`src/rtl/input_port_requester_if.sv`:
```
`default_nettype none
//------------------------------------------------------------------------------
// Module   : input_port_requester_if
// Purpose  : Link-side and switch-side signal bundle for one router input port.
//            slave modport = requester view, master modport = link/switch view.
//            Optional pkt_count under INPUT_PORT_REQUESTER_STATS_EN.
// Revision : 1.0  initial release
//------------------------------------------------------------------------------
interface input_port_requester_if #(
  parameter int FLIT_BITS        = 32,
  parameter int DESTINATION_BITS = 4
);
  logic [FLIT_BITS-1:0]        in_flit;
  logic                        in_valid;
  logic                        in_ready;
  logic                        send;
  logic [DESTINATION_BITS-1:0] dest;
  logic                        isHead;
  logic                        grant;
  logic [FLIT_BITS-1:0]        out_flit;
  logic                        err;
`ifdef INPUT_PORT_REQUESTER_STATS_EN
  logic [15:0]                 pkt_count;
`endif

  modport slave (
    input  in_flit, in_valid, grant,
`ifdef INPUT_PORT_REQUESTER_STATS_EN
    output pkt_count,
`endif
    output in_ready, send, dest, isHead, out_flit, err
  );

  modport master (
    output in_flit, in_valid, grant,
`ifdef INPUT_PORT_REQUESTER_STATS_EN
    input  pkt_count,
`endif
    input  in_ready, send, dest, isHead, out_flit, err
  );
endinterface
`default_nettype wire

```
`src/rtl/input_port_requester.sv`:
```
`default_nettype none
//------------------------------------------------------------------------------
// Module   : input_port_requester
// Purpose  : Per-input-port flit FIFO and packet request generator feeding the
//            crossbar switch. Tracks head/tail boundaries, presents the front
//            flit with send/dest/isHead and pops on grant. Sticky err flags
//            orphan body/tail flits and packets missing their tail.
// Options  : INPUT_PORT_REQUESTER_STATS_EN adds a 16-bit delivered-packet count.
// Revision : 1.0  initial release
//------------------------------------------------------------------------------
module input_port_requester #(
  parameter int ID               = 0,
  parameter int DESTINATION_BITS = 4,
  parameter int FLIT_BITS        = 32,
  parameter int DEPTH            = 4,
  parameter int ADDR_BITS        = 2
) (
  input  wire logic                clk,
  input  wire logic                reset,   // asynchronous, active low
  input_port_requester_if.slave    port
);

  localparam logic [ADDR_BITS-1:0] c_PTR_ONE  = {{(ADDR_BITS-1){1'b0}}, 1'b1};
  localparam logic [ADDR_BITS:0]   c_CNT_ONE  = {{ADDR_BITS{1'b0}}, 1'b1};
  localparam logic [ADDR_BITS:0]   c_CNT_FULL = {1'b1, {ADDR_BITS{1'b0}}};

  typedef enum logic [0:0] {
    ST_IDLE = 1'b0,
    ST_XFER = 1'b1
  } state_t;

  logic [FLIT_BITS-1:0]        r_mem [DEPTH];
  logic [ADDR_BITS-1:0]        r_wr_ptr;
  logic [ADDR_BITS-1:0]        r_rd_ptr;
  logic [ADDR_BITS:0]          r_count;
  state_t                      r_state;
  logic [DESTINATION_BITS-1:0] r_dest_q;
  logic                        r_err;

  logic [FLIT_BITS-1:0]        w_front;
  logic                        w_empty;
  logic                        w_front_head;
  logic                        w_front_tail;
  logic                        w_send;
  logic                        w_is_head;
  logic [DESTINATION_BITS-1:0] w_dest;
  logic                        w_drop;
  logic                        w_missing_tail;
  logic                        w_push;
  logic                        w_pop;
  logic                        w_unused_id;

  // ID is informational only.
  assign w_unused_id = (ID != 0);

  assign w_front      = r_mem[r_rd_ptr];
  assign w_empty      = (r_count == '0);
  // Type bit 0 marks a head, bit 1 marks a tail (11 = single-flit packet).
  assign w_front_head = w_front[FLIT_BITS-2];
  assign w_front_tail = w_front[FLIT_BITS-1];

  assign w_push = port.in_valid & port.in_ready;
  // Orphan drops pop without involving the switch.
  assign w_pop  = (w_send & port.grant) | w_drop;

  // Request decode from current state and the FIFO front.
  always_comb begin
    w_send         = 1'b0;
    w_is_head      = 1'b0;
    w_dest         = r_dest_q;
    w_drop         = 1'b0;
    w_missing_tail = 1'b0;
    if (!w_empty) begin
      if (r_state == ST_IDLE) begin
        if (w_front_head) begin
          w_send    = 1'b1;
          w_is_head = 1'b1;
          w_dest    = w_front[DESTINATION_BITS-1:0];
        end else begin
          w_drop = 1'b1;
        end
      end else begin
        // A new head inside a packet is held back (no request) until the
        // FSM has returned to IDLE, so a grant cannot consume it as body.
        if (w_front_head) begin
          w_missing_tail = 1'b1;
        end else begin
          w_send = 1'b1;
        end
      end
    end
  end

  assign port.in_ready = (r_count != c_CNT_FULL);
  assign port.send     = w_send;
  assign port.isHead   = w_is_head;
  assign port.dest     = w_dest;
  assign port.out_flit = w_front;
  assign port.err      = r_err;

  // FIFO storage; contents need no reset, validity is tracked by r_count.
  always_ff @(posedge clk) begin
    if (w_push) begin
      r_mem[r_wr_ptr] <= port.in_flit;
    end
  end

  // FIFO pointers and occupancy.
  always_ff @(posedge clk or negedge reset) begin
    if (!reset) begin
      r_wr_ptr <= '0;
      r_rd_ptr <= '0;
      r_count  <= '0;
    end else begin
      if (w_push) r_wr_ptr <= r_wr_ptr + c_PTR_ONE;
      if (w_pop)  r_rd_ptr <= r_rd_ptr + c_PTR_ONE;
      case ({w_push, w_pop})
        2'b10:   r_count <= r_count + c_CNT_ONE;
        2'b01:   r_count <= r_count - c_CNT_ONE;
        default: r_count <= r_count;
      endcase
    end
  end

  // Packet FSM: tracks whether a packet is open, its destination and errors.
  always_ff @(posedge clk or negedge reset) begin
    if (!reset) begin
      r_state  <= ST_IDLE;
      r_dest_q <= '0;
      r_err    <= 1'b0;
    end else begin
      case (r_state)
        ST_IDLE: begin
          if (w_drop) begin
            r_err <= 1'b1;
          end else if (w_pop) begin
            r_dest_q <= w_front[DESTINATION_BITS-1:0];
            if (!w_front_tail) r_state <= ST_XFER;
          end
        end
        ST_XFER: begin
          if (w_missing_tail) begin
            r_err   <= 1'b1;
            r_state <= ST_IDLE;
          end else if (w_pop && w_front_tail) begin
            r_state <= ST_IDLE;
          end
        end
        default: r_state <= ST_IDLE;
      endcase
    end
  end

`ifdef INPUT_PORT_REQUESTER_STATS_EN
  logic [15:0] r_pkt_count;

  // Count packets delivered to the switch (granted tail or head+tail pops).
  always_ff @(posedge clk or negedge reset) begin
    if (!reset) begin
      r_pkt_count <= '0;
    end else if (w_send && port.grant && w_front_tail) begin
      r_pkt_count <= r_pkt_count + 16'd1;
    end
  end

  assign port.pkt_count = r_pkt_count;
`endif

endmodule
`default_nettype wire
```
`src/flat_wrapper.sv`:
```
// flat-port wrapper written by rule: the top's interface ports become plain ports
module input_port_requester_flat 
#(
  parameter int ID               = 0,
  parameter int DESTINATION_BITS = 4,
  parameter int FLIT_BITS        = 32,
  parameter int DEPTH            = 4,
  parameter int ADDR_BITS        = 2
)
  (clk, reset, port_in_flit, port_in_valid, port_grant, port_in_ready, port_send, port_dest, port_isHead, port_out_flit, port_err);
  input_port_requester_if #(.FLIT_BITS(FLIT_BITS), .DESTINATION_BITS(DESTINATION_BITS)) port_i ();
  input  wire logic clk;
  input  wire logic reset;
  input wire logic [$bits(port_i.in_flit)-1:0] port_in_flit;
  input wire logic [$bits(port_i.in_valid)-1:0] port_in_valid;
  input wire logic [$bits(port_i.grant)-1:0] port_grant;
  output wire logic [$bits(port_i.in_ready)-1:0] port_in_ready;
  output wire logic [$bits(port_i.send)-1:0] port_send;
  output wire logic [$bits(port_i.dest)-1:0] port_dest;
  output wire logic [$bits(port_i.isHead)-1:0] port_isHead;
  output wire logic [$bits(port_i.out_flit)-1:0] port_out_flit;
  output wire logic [$bits(port_i.err)-1:0] port_err;
  assign port_i.in_flit = port_in_flit;
  assign port_i.in_valid = port_in_valid;
  assign port_i.grant = port_grant;
  assign port_in_ready = port_i.in_ready;
  assign port_send = port_i.send;
  assign port_dest = port_i.dest;
  assign port_isHead = port_i.isHead;
  assign port_out_flit = port_i.out_flit;
  assign port_err = port_i.err;
  input_port_requester #(.ID(ID), .DESTINATION_BITS(DESTINATION_BITS), .FLIT_BITS(FLIT_BITS), .DEPTH(DEPTH), .ADDR_BITS(ADDR_BITS)) u_core (.clk(clk), .reset(reset), .port(port_i));
endmodule
```
`config.mk`:
```
export PLATFORM = sky130hd
export DESIGN_NAME = input_port_requester_flat
export DESIGN_NICKNAME = d
export VERILOG_FILES = /design/src/rtl/input_port_requester_if.sv /design/src/rtl/input_port_requester.sv /design/src/flat_wrapper.sv
export SDC_FILE = /design/constraint.sdc
export NUM_CORES = 1
export LEC_CHECK = 0
export BUFFER_PORTS_ARGS = -buffer_cell sky130_fd_sc_hd__buf_2
export CAP_MARGIN = 10
export CORE_AREA = 2 2 98 100
export DETAILED_ROUTE_END_ITERATION = 10
export DIE_AREA = 0 0 100 102
export PLACE_DENSITY = 0.82
export SYNTH_ARGS = -nofsm -noshare
export SYNTH_HDL_FRONTEND = slang
export SYNTH_SLANG_ARGS = --single-unit
```
`constraint.sdc`:
```
create_clock -name clk -period 4.31 [get_ports clk]
set_input_delay 0.431 -clock clk [delete_from_list [all_inputs] [get_ports clk]]
set_output_delay 0.431 -clock clk [all_outputs]
set_load 0.05 [all_outputs]
```
* Word level (Yosys, flattened, before mapping)
Memories as Yosys holds them, arrays and structs flattened.
Cells that the tools add are included.
** Word-level totals
- Bits in writable memories :: 128
- Memories :: 1
- Register bits after elaboration :: 13
** Operators by class
- Equality and inequality tests :: 5
- $add $sub $neg :: 4
- Reduce and logical (&&, ||, !) cells :: 5
- Bitwise logic cells :: 5
- Multiplexer cells :: 25
** Memories
- u_core.r_mem :: depth 4, bits a word 32, read ports 1, clocked after Yosys merged registers in 0, write ports 1, RTL line input_port_requester.sv:32 : logic [FLIT_BITS-1:0] r_mem [DEPTH];
** Operator list (number)
- two-way mux 1 bit :: 19
- two-way mux 4 bit :: 3
- one-hot mux 3 bit (2 select lines) :: 1
- adder 2 x 1 -> 2 bit (second input constant) :: 2
- one-hot mux 1 bit (2 select lines) :: 2
- adder 3 x 1 -> 3 bit (second input constant) :: 1
- zero test 3 bit :: 1
- != test 3 bit (second input constant) :: 1
- AND reduction 3 bit :: 1
- subtractor 3 x 1 -> 3 bit (second input constant) :: 1
- AND 1 bit :: 2
- equality test 2 x 1 -> 1 bit (second input constant) :: 1
- equality test 2 bit (second input constant) :: 1
- != test 2 x 1 -> 1 bit (second input constant) :: 1
- != test 2 bit (second input constant) :: 1
- NOT 1 bit :: 2
- AND reduction 2 bit :: 1
- nonzero test 2 bit :: 1
- logical AND 1 bit :: 1
- bitwise OR 1 bit :: 1

* Depth between registers and ports, before layout
Gate-level depths: netlist of the first run.
An unclocked memory read counts as a cell.
- Depth after elaboration :: 10
- Depth in mapped cells :: 12
- Mapped depth without buffers :: 11

* Least setup slack after synthesis of the first run
OpenSTA, ideal clock, no wires.
- Path type :: reg-to-reg
- From :: reg u_core.r_rd_ptr[0]
- To :: reg u_core.r_count[2]
- Setup time :: 0.079 ns
- Period minus slack after synthesis :: 2.813 ns
- Path slack :: 1.497 ns
- Arrival time :: 2.734 ns
- Cell stages (with the launch flop) :: 13
- Required time :: 4.231 ns
- Cells stage by stage :: dfrtp_1 -> buf_4 -> mux4_2 -> inv_1 -> ha_1 -> a21oi_1 -> nor2_1 -> ha_1 -> inv_1 -> fa_1 -> xor2_1 -> nor2_1 -> xor2_1
** Between the ends
- Longest elaborated chain between the ends :: 8
- Elaborated cells between the ends (all ways) :: 13
- Classes of those cells :: eq/ne: 2; mux: 7; bitwise: 2; reduce/logical: 1; memory: 1
** RTL lines
- from (decl) :: RTL line input_port_requester.sv:34 : logic [ADDR_BITS-1:0] r_rd_ptr;
- from (signal assigned) :: RTL line input_port_requester.sv:116 : if (w_pop) r_rd_ptr <= r_rd_ptr + c_PTR_ONE;
- memory (4 x 32 bit) *
- net port_out_flit[30] :: RTL line flat_wrapper.sv:21 : output wire logic [$bits(port_i.out_flit)-1:0] port_out_flit;
- two-way mux 1 bit, on equally long branches :: RTL line input_port_requester.sv:75, input_port_requester.sv:85
- two-way mux 1 bit :: RTL line input_port_requester.sv:74 : if (r_state == ST_IDLE) begin
- two-way mux 1 bit :: RTL line input_port_requester.sv:73 : if (!w_empty) begin
- AND 1 bit :: RTL line input_port_requester.sv:64 : assign w_pop = (w_send & port.grant) | w_drop;
- bitwise OR 1 bit * :: RTL line input_port_requester.sv:64
- net u_core.w_pop :: RTL line input_port_requester.sv:50 : logic w_pop;
- equality test 2 x 1 -> 1 bit or equality test 2 bit (tied branches) :: RTL line input_port_requester.sv:117 : case ({w_push, w_pop})
- one-hot mux 3 bit (2 select lines) or nonzero test 2 bit (tied branches)
- to (signal assigned) :: RTL line input_port_requester.sv:118 : 2'b10: r_count <= r_count + c_CNT_ONE;
- to (signal assigned) :: RTL line input_port_requester.sv:119 : 2'b01: r_count <= r_count - c_CNT_ONE;
- to (signal assigned) :: RTL line input_port_requester.sv:120 : default: r_count <= r_count;
- to (decl) :: RTL line input_port_requester.sv:35 : logic [ADDR_BITS:0] r_count;
Mark *: on every way through the listed nets, which the timed path passes. The rest lies on a longest branch.
A chain may end at the register's enable or synchronous reset.

* Final worst setup path of the first run
- From :: reg u_core.r_rd_ptr[1]
- To :: reg u_core.r_count[2]
** Between the ends
- Longest elaborated chain between the ends :: 8
- Elaborated cells between the ends (all ways) :: 13
- Classes of those cells :: eq/ne: 2; mux: 7; bitwise: 2; reduce/logical: 1; memory: 1
** RTL lines (RTL line)
- memory (4 x 32 bit) *
- two-way mux 1 bit, on equally long branches :: input_port_requester.sv:75, input_port_requester.sv:85
- two-way mux 1 bit :: input_port_requester.sv:74
- two-way mux 1 bit :: input_port_requester.sv:73
- AND 1 bit :: input_port_requester.sv:64
- bitwise OR 1 bit * :: input_port_requester.sv:64
- net u_core.w_pop :: input_port_requester.sv:50
- equality test 2 x 1 -> 1 bit or equality test 2 bit (tied branches) :: input_port_requester.sv:117
- one-hot mux 3 bit (2 select lines) or nonzero test 2 bit (tied branches)
Marks and branches as above.

==> results of run 1 <==
==> path summary, 6_finish.rpt <==
check                                      end  slack (ps)  depth (start not counted)
max in group asynchronous   u_core.r_rd_ptr[1]        3690                          2
hold / removal             u_core.r_mem[1][29]         130                          1
hold reg to reg                u_core.port.err         470                          1
setup reg to reg             u_core.r_count[2]        1320                         12
setup / recovery             u_core.r_count[2]        1320                         12
min in group asynchronous   u_core.r_dest_q[3]         360                          2
==> per-layer routing <==
layer  part of all wire, %  track usage [%]  up-vias
li1                      -                -     1153
met1                    41             24.8     1344
met2                    53             32.5       69
met3                   4.8             5.75       11
met4                   1.3             8.11        0
met5                     0                0        -
==> flip-flops by register name (all words and copies together), names as in the netlist <==
register	flops
u_core.port.err	1
u_core.r_count	3
u_core.r_dest_q	4
u_core.r_mem	128
u_core.r_rd_ptr	2
u_core.r_state	1
u_core.r_wr_ptr	2
==> layout by cell type, fill, tap and decap left out, drive strengths merged, types with 2 or more instances in the layout <==
cell type    n
mux4        32
nor2         2
mux2         9
and3         4
clkbuf      17
clkinvlp     4
buf         77
nand2        3
dfrtp       13
inv         10
and2         3
ha           8
xor2         4
xnor2        2
edfxtp     128
clkinv       7
==> through the flow <==
step / utilization [%] / worst slack (ps) / instances
detailed placement: 64.9 / 1300 / 418
global placement: 64.9 / 1420 / 418
finish: 70.6 / 1320 / 449
CTS: 70.6 / 1250 / 449
global route: 70.6 / 1100 / 449
floorplan: - / 1500 / 238
==> kinds of logic (layout without fill, tap and decap cells) <==
family	after synthesis	after routing	synth area share [%]
flops	141	141	76.8
mux	42	42	15.6
simple gates	20	20	2.37
buf+inv	16	116	1.59
fa+ha+maj	9	9	2.21
xor+xnor	6	6	0.968
compound gates	4	4	0.484
==> cell type report <==
cell class | instances | area, um^2
multi-input cells | 81 | 1180
inverters | 8 | 30.0
repair buffers | 78 | 400
clock inverters | 13 | 97.6
fillers | 578 | 2680
well taps | 111 | 139
flip-flops and latches | 141 | 4170
clock buffers | 17 | 414
==> worst max-delay path, stage by stage, from the launching register on <==
cell and delay, ps:
dfrtp_2 330, buf_4 410, mux4_2 360, inv_1 60, ha_1 310, a21oi_1 120, nor2_1 180, ha_1 220
inv_1 80, fa_1 430, xor2_1 150, nor2_1 110, xor2_1 160
==> what timing repair did <==
action / in CTS / in global routing
hold buffers: 1 / 0
resized for setup: 0 / 0
hold endpoints to repair: 13 / 0
==> metrics.txt, run 1 <==
Hold Crit Class=in -> reg; Total GRT Usage=19.6%; Crit Path Category=reg -> reg; crit path launch=u_core.r_rd_ptr[1]; count leader, synth=edfxtp_1; Area growth, synth to finish=18.5%; Post-synth EDFFs=128; RSZ-0062 raised after global routing=no; commonest cells in the netlist=edfxtp_1, mux4_2, dfrtp_1; # Post-CTS Setup Buffers=0; PortBufs=75; Vias=2577; hpwl dp=5290 um; Slew HR=41.9%; Yosys warnings=0; Final min period=2990 ps; I/O pin cnt=76; biggest area consumer among synthesized cells=edfxtp_1; Site Rows=35; Crit. End Element=flop; synth top area cells=edfxtp_1, mux4_2, dfrtp_1, ha_1, mux2_4; drc violations=0; Avg Inst Size Synth=22.8 um^2; Die Footprint=10200 um^2; vias in the first global route=2751; CP Max Fanout=33; share of cells above drive strength 1=46.2%; Main synth FF type=edfxtp_1; Ant. Diodes=0; DRT iter0 DRCs=114; outcome=finished, final reports clean; Final #Nets=372; CTS tree=done; clk sinks=141; Final TNS setup=0 ps; Synth Cell Area=5430 um^2; asr flop ratio synth=9.22%; count of final setup violators=0; remaining antenna violation count=0; Cell Area, Placed=5910 um^2; Final Skew=9.23 ps; hold_sp=port_in_flit[29]; first drt pass iteration count=6; routed wire length=9070 um; antenna violations before repair=0; Crit path required time=4740 ps; Seq cells post-synth=141; largest net degree at the start of global routing=34; Worst-path clk slew=60 ps; Final Cycle Share=69.4%; H-tree depth=4; worst reg2reg startpoint=u_core.r_rd_ptr[1]; Min Hold Slack=129 ps; Die Height=102 um; die width=100 um; root buf cell=clkbuf_8; grt ovf=0; Num CTS Buffers=17; placer's final routability congestion estimate=0.858; Syn Inst Count=238; Clock Latency Late Sink=510 ps; Max-Cap Viols=0; net count after synthesis=283; post-route cell area=6430 um^2; global-route wire length before repair=14400 um; number of vias per cell=5.74; synth unique cells=31; worst path arrival time=3420 ps; max-slew violation count=0; Hold Vio Cnt, Final=0; Core ar.=9110 um^2; sequential area share after synthesis=76.8%; Starting Density=59.6%; Slew @ Worst Pin=871 ps; CTS max path bufs=2; CP startpoint kind=flop; f_max=0.334 GHz; wire length per cell=20.2 um; post-synth top area share=70.8%
Power of run 1 is left out: the tool's default activity adds up to more than one toggle a clock period on the data nets, which glitch-free logic cannot reach.
==> run 2: changes to the inputs <==
CORE_AREA = 2 2 101 103   (was 2 2 98 100)
DIE_AREA = 0 0 103 105   (was 0 0 100 102)
PLACE_DENSITY = 0.78   (was 0.82)
clock period = 3.13 ns   (was 4.31 ns; I/O delays follow)
==> run 2 against run 1 <==
Against the previous run: die area increased by 6.0%; register-to-register slack got worse by 850 ps; cell count increased by 9.8%; flip-flop and latch count unchanged; via count increased by 2.9%; clock-buffer cell count increased by 1; critical path depth decreased by 8; first-iteration DRC count increased by 1.8%; design area increased by 4.3%; core utilization decreased by 0.99 points; worst hold slack got worse by 100 ps; wire length increased by 2.2%; highest routed layer unchanged.
==> metrics.txt, run 2 (synthesis gave the netlist of run 1 again) <==
outcome=finished, final reports clean; Core ar.=9640 um^2; root buf cell=clkbuf_8; CTS tree=done; f_max=0.351 GHz; # fillers=627; Slew HR=41.4%; Slew @ Worst Pin=879 ps; Die Footprint=10800 um^2; share of cells above drive strength 1=43.3%; Max-Cap Viols=0; hpwl dp=5220 um; PortBufs=75; Site Rows=36; commonest non-fill, non-tap cells in the layout=edfxtp_1, buf_2, mux4_2; # Post-CTS Setup Buffers=0; wire length per cell=18.8 um; Final Skew=6.10 ps; count of final setup violators=0; Crit. End Element=output port; number of vias per cell=5.38; Crit path required time=2820 ps; Reg area=4170 um^2; Crit Path Category=reg -> out; Final Cycle Share=91.0%; worst path arrival time=2540 ps; Hold Vio Cnt, Final=0; Clock Latency Late Sink=510 ps; placer's final routability congestion estimate=0.707; DRT iter0 DRCs=116; Area growth, synth to finish=23.6%; RSZ-0062 raised after global routing=no; Biggest register=u_core.r_mem; global-route wire length before repair=14600 um; M1 WL=3730 um; max-slew violation count=0; vias in the first global route=2837; drc violations=0; I/O pin cnt=76; Final #Nets=392; top sig layer=met4; CP startpoint kind=flop; Final TNS setup=0 ps; Starting Density=56.3%; footprint of the multi-input gates=1180 um^2; max reg flops=128; Final min period=2850 ps; Ant. Diodes=0; H-tree depth=4; remaining antenna violation count=0; WL met2=4790 um; met3 wire len=657 um; Worst-path clk slew=60 ps; largest registers=u_core.r_mem x128, u_core.r_dest_q x4, u_core.r_count x3; first drt pass iteration count=4; Num CTS Buffers=17; CP Max Fanout=33; die width=103 um; antenna violations before repair=0; Die Height=105 um; most common cell after layout, fill and taps aside=edfxtp_1; Hold Crit Class=in -> reg; clk sinks=141; Vias=2651; routed wire length=9260 um; largest net degree at the start of global routing=34; grt ovf=0; CTS max path bufs=2; Total GRT Usage=18.9%
==> run 2: cell types whose count changed in the layout (fill, tap and decap cells not counted), sizes merged <==
cell	before	now
clkbuf	17	18
dlygate4sd3	1	21
clkinvlp	4	3
bufinv	0	2
==> run 2: repair_timing <==
| item | CTS | global route |
|---|---|---|
| endpoints found under the hold margin | 84 | 0 |
| resized for setup | 0 | 0 |
| hold buffers | 21 | 0 |
==> run 2: final cells by class <==
| type | count | area share (%) |
|---|---|---|
| flip-flops and latches | 141 | 62.2 |
| multi-input cells | 81 | 17.6 |
| repair buffers | 98 | 8.95 |
| clock buffers | 18 | 6.23 |
| well taps | 133 | 2.48 |
| clock inverters | 14 | 2.16 |
| inverters | 8 | 0.447 |
==> run 2: worst max-delay path, cell delays in order (launching register included) <==
cell and delay, ps:
dfrtp_2 370, buf_4 540, mux4_2 620, mux2_2 280, buf_2 210
==> run 2: metrics by stage <==
stage          worst slack (ps)  hold WS (ps)  instance area (um^2)  instances  utilization (%)
6_report                    282          26.3                  6710        493             69.6
5_1_grt                    98.4          8.35                  6710        493             69.6
4_1_cts                     197          1.24                  6710        493             69.6
3_5_place_dp                493           223                  5940        440             61.6
3_3_place_gp                550           220                  5940        440             61.6
2_1_floorplan               317          17.4                  5430        238                -
==> run 2: path summary, 6_finish.rpt <==
| kind | end | startpoint | depth (start not counted) | slack, ps |
|---|---|---|---|---|
| min in group asynchronous | u_core.r_dest_q[1] | reset | 2 | 220 |
| worst max-delay path | port_dest[0] | u_core.r_rd_ptr[0] | 4 | 280 |
| worst min-delay path | u_core.r_mem[2][29] | port_in_flit[29] | 1 | 30 |
| worst min register to register | u_core.port.err | u_core.port.err | 1 | 480 |
| worst max register to register | u_core.r_count[2] | u_core.r_rd_ptr[0] | 11 | 470 |
| max in group asynchronous | u_core.r_rd_ptr[1] | reset | 2 | 2640 |
==> run 2: per-layer routing <==
layer  GRT usage, %  vias up
met5              0        -
met4           5.83        0
met3           7.09        9
met2           30.7       93
met1           23.6     1358
li1               -     1191
Power of run 2 is left out for the same reason.
==> run 3: changes to the inputs <==
BUFFER_PORTS_ARGS = default   (was -buffer_cell sky130_fd_sc_hd__buf_2)
CORE_AREA = 2 2 97 99   (was 2 2 101 103)
DIE_AREA = 0 0 99 101   (was 0 0 103 105)
DONT_BUFFER_PORTS = 1   (was default)
PLACE_DENSITY = 0.77   (was 0.78)
==> run 3 against run 2 <==
Against the previous run: die area shrank 7.5%; non-clock buffer count down 61; flip-flop and latch count unchanged; critical path depth down 1; register-to-register slack better by 70 ps; worst hold slack improved by 110 ps; cell count decreased by 17%; via count is 8.5% lower; fmax shrank 3.2%; clock skew up 5.7 ps; sequential share of layout area is 2.7 points higher; largest cell class unchanged.
==> metrics.txt, run 3 (synthesis gave the netlist of run 1 again) <==
count of final setup violators=0; RR Endpoint=u_core.r_count[2]; slowest CP cell=mux4_2; Starting Density=60.5%; Ant. Diodes=0; largest net degree at the start of global routing=34; CTS max path bufs=2; Max-Cap Viols=0; largest registers=u_core.r_mem x128, u_core.r_dest_q x4, u_core.r_count x3; Crit. End Element=output port; Area growth, synth to finish=18.5%; CP Buf/Inv Count=1; R2R setup slack=540 ps; Slew HR=42.5%; wire length per cell=21.6 um; CTS tree=done; Vias=2425; CP endpoint=port_dest[3]; remaining antenna violation count=0; Crit Path Category=reg -> out; max-slew violation count=0; PortBufs=0; hold bufs inserted after CTS=33; number of vias per cell=5.91; Final Skew=11.8 ps; Clock Latency Late Sink=500 ps; crit-path cells=buf_4 -> mux4_2 -> mux2_2; post-CTS sizing=0; DRT iter0 DRCs=99; # fillers=519; Site Rows=35; Die Height=101 um; CP Max Fanout=33; CP startpoint kind=flop; global-route wire length before repair=14000 um; Die Footprint=10000 um^2; Biggest register=u_core.r_mem; Final Cycle Share=94.0%; Worst-path clk slew=60 ps; clk sinks=141; H-tree depth=4; worst r2r path cells=11; routed wire length=8880 um; root buf cell=clkbuf_8; RSZ-0062 raised after global routing=no; most common cell after layout, fill and taps aside=edfxtp_1; placer's final routability congestion estimate=0.757; Num CTS Buffers=17; f_max=0.340 GHz; crit-path max cell delay=770 ps; Final min period=2940 ps; max reg flops=128; Hold Vio Cnt, Final=0; vias in the first global route=2645; worst path arrival time=2630 ps; Reg area=4170 um^2; share of cells above drive strength 1=28.4%; commonest non-fill, non-tap cells in the layout=edfxtp_1, dlygate4sd3_1, mux4_2; CP top delay family=multiplexers; drc violations=0; hpwl dp=5090 um; Slew @ Worst Pin=863 ps; I/O pin cnt=76; die width=99 um; first drt pass iteration count=4; Total GRT Usage=19.1%; worst reg2reg startpoint=u_core.r_rd_ptr[0]; crit path launch=u_core.r_rd_ptr[0]; # Post-CTS Setup Buffers=0; Final #Nets=331; Hold Crit Class=in -> reg; outcome=finished, final reports clean; grt ovf=0; Final TNS setup=0 ps; antenna violations before repair=0; CP Depth=3; Crit path required time=2820 ps; Core ar.=8980 um^2; footprint of the multi-input gates=1180 um^2
## run 3: changes by cell type in the layout (fill, tap and decap cells not counted), sizes merged
cell | previous run | this run
buf | 77 | 4
dlygate4sd3 | 21 | 33
inv | 10 | 19
clkinv | 7 | 0
bufinv | 2 | 0
clkbuf | 18 | 17
clkinvlp | 3 | 4
## run 3: layout make-up
type                       count  area share [%]
clock buffer                  17            6.44
timing repair buffer          37            5.60
clock inverter                15            2.16
tap                          111            2.16
inverter                       8           0.467
sequential                   141            64.8
multi-input combinational     81            18.3
## run 3: metal layers
layer	routed length, um	vias up	global-route usage (%)
li1	-	1071	-
met5	0	-	0
met1	3500	1266	23.5
met3	586	8	6.73
met2	4700	80	31.3
met4	93	0	7.69
## run 3: how the worst min path moves through the flow
stage | cells after the start | to | slack [ps] | start
global route | 2 | u_core.r_wr_ptr[0] | 130 | port_in_valid
detailed placement | 0 | u_core.r_dest_q[2] | 20 | reset
CTS | 2 | u_core.r_wr_ptr[0] | 110 | port_in_valid
floorplan | 0 | u_core.port.err | 20 | reset
global placement | 0 | u_core.r_dest_q[0] | 20 | reset
finish | 2 | u_core.r_wr_ptr[0] | 140 | port_in_valid
## run 3: metrics by stage
step,utilization [%],cells,instance area (um^2),setup WS (ps),hold slack (ps)
finish,71.7,410,6430,188,139
global route,71.7,410,6430,21.7,134
CTS,71.7,410,6430,94.5,109
detailed placement,61.8,345,5550,554,17.7
global placement,61.8,345,5550,630,17.7
floorplan,-,238,5430,317,17.4
## run 3: worst reg2reg max path: stages, from the launching register on
cell     delay, ps
dfrtp_2        370
mux4_2         510
inv_1           80
ha_1           160
a21oi_1        100
nor2_1         180
ha_1           210
inv_1           60
fa_1           420
xor2_1         150
nor2_1         120
xor2_1         160
Power of run 3 is left out for the same reason.
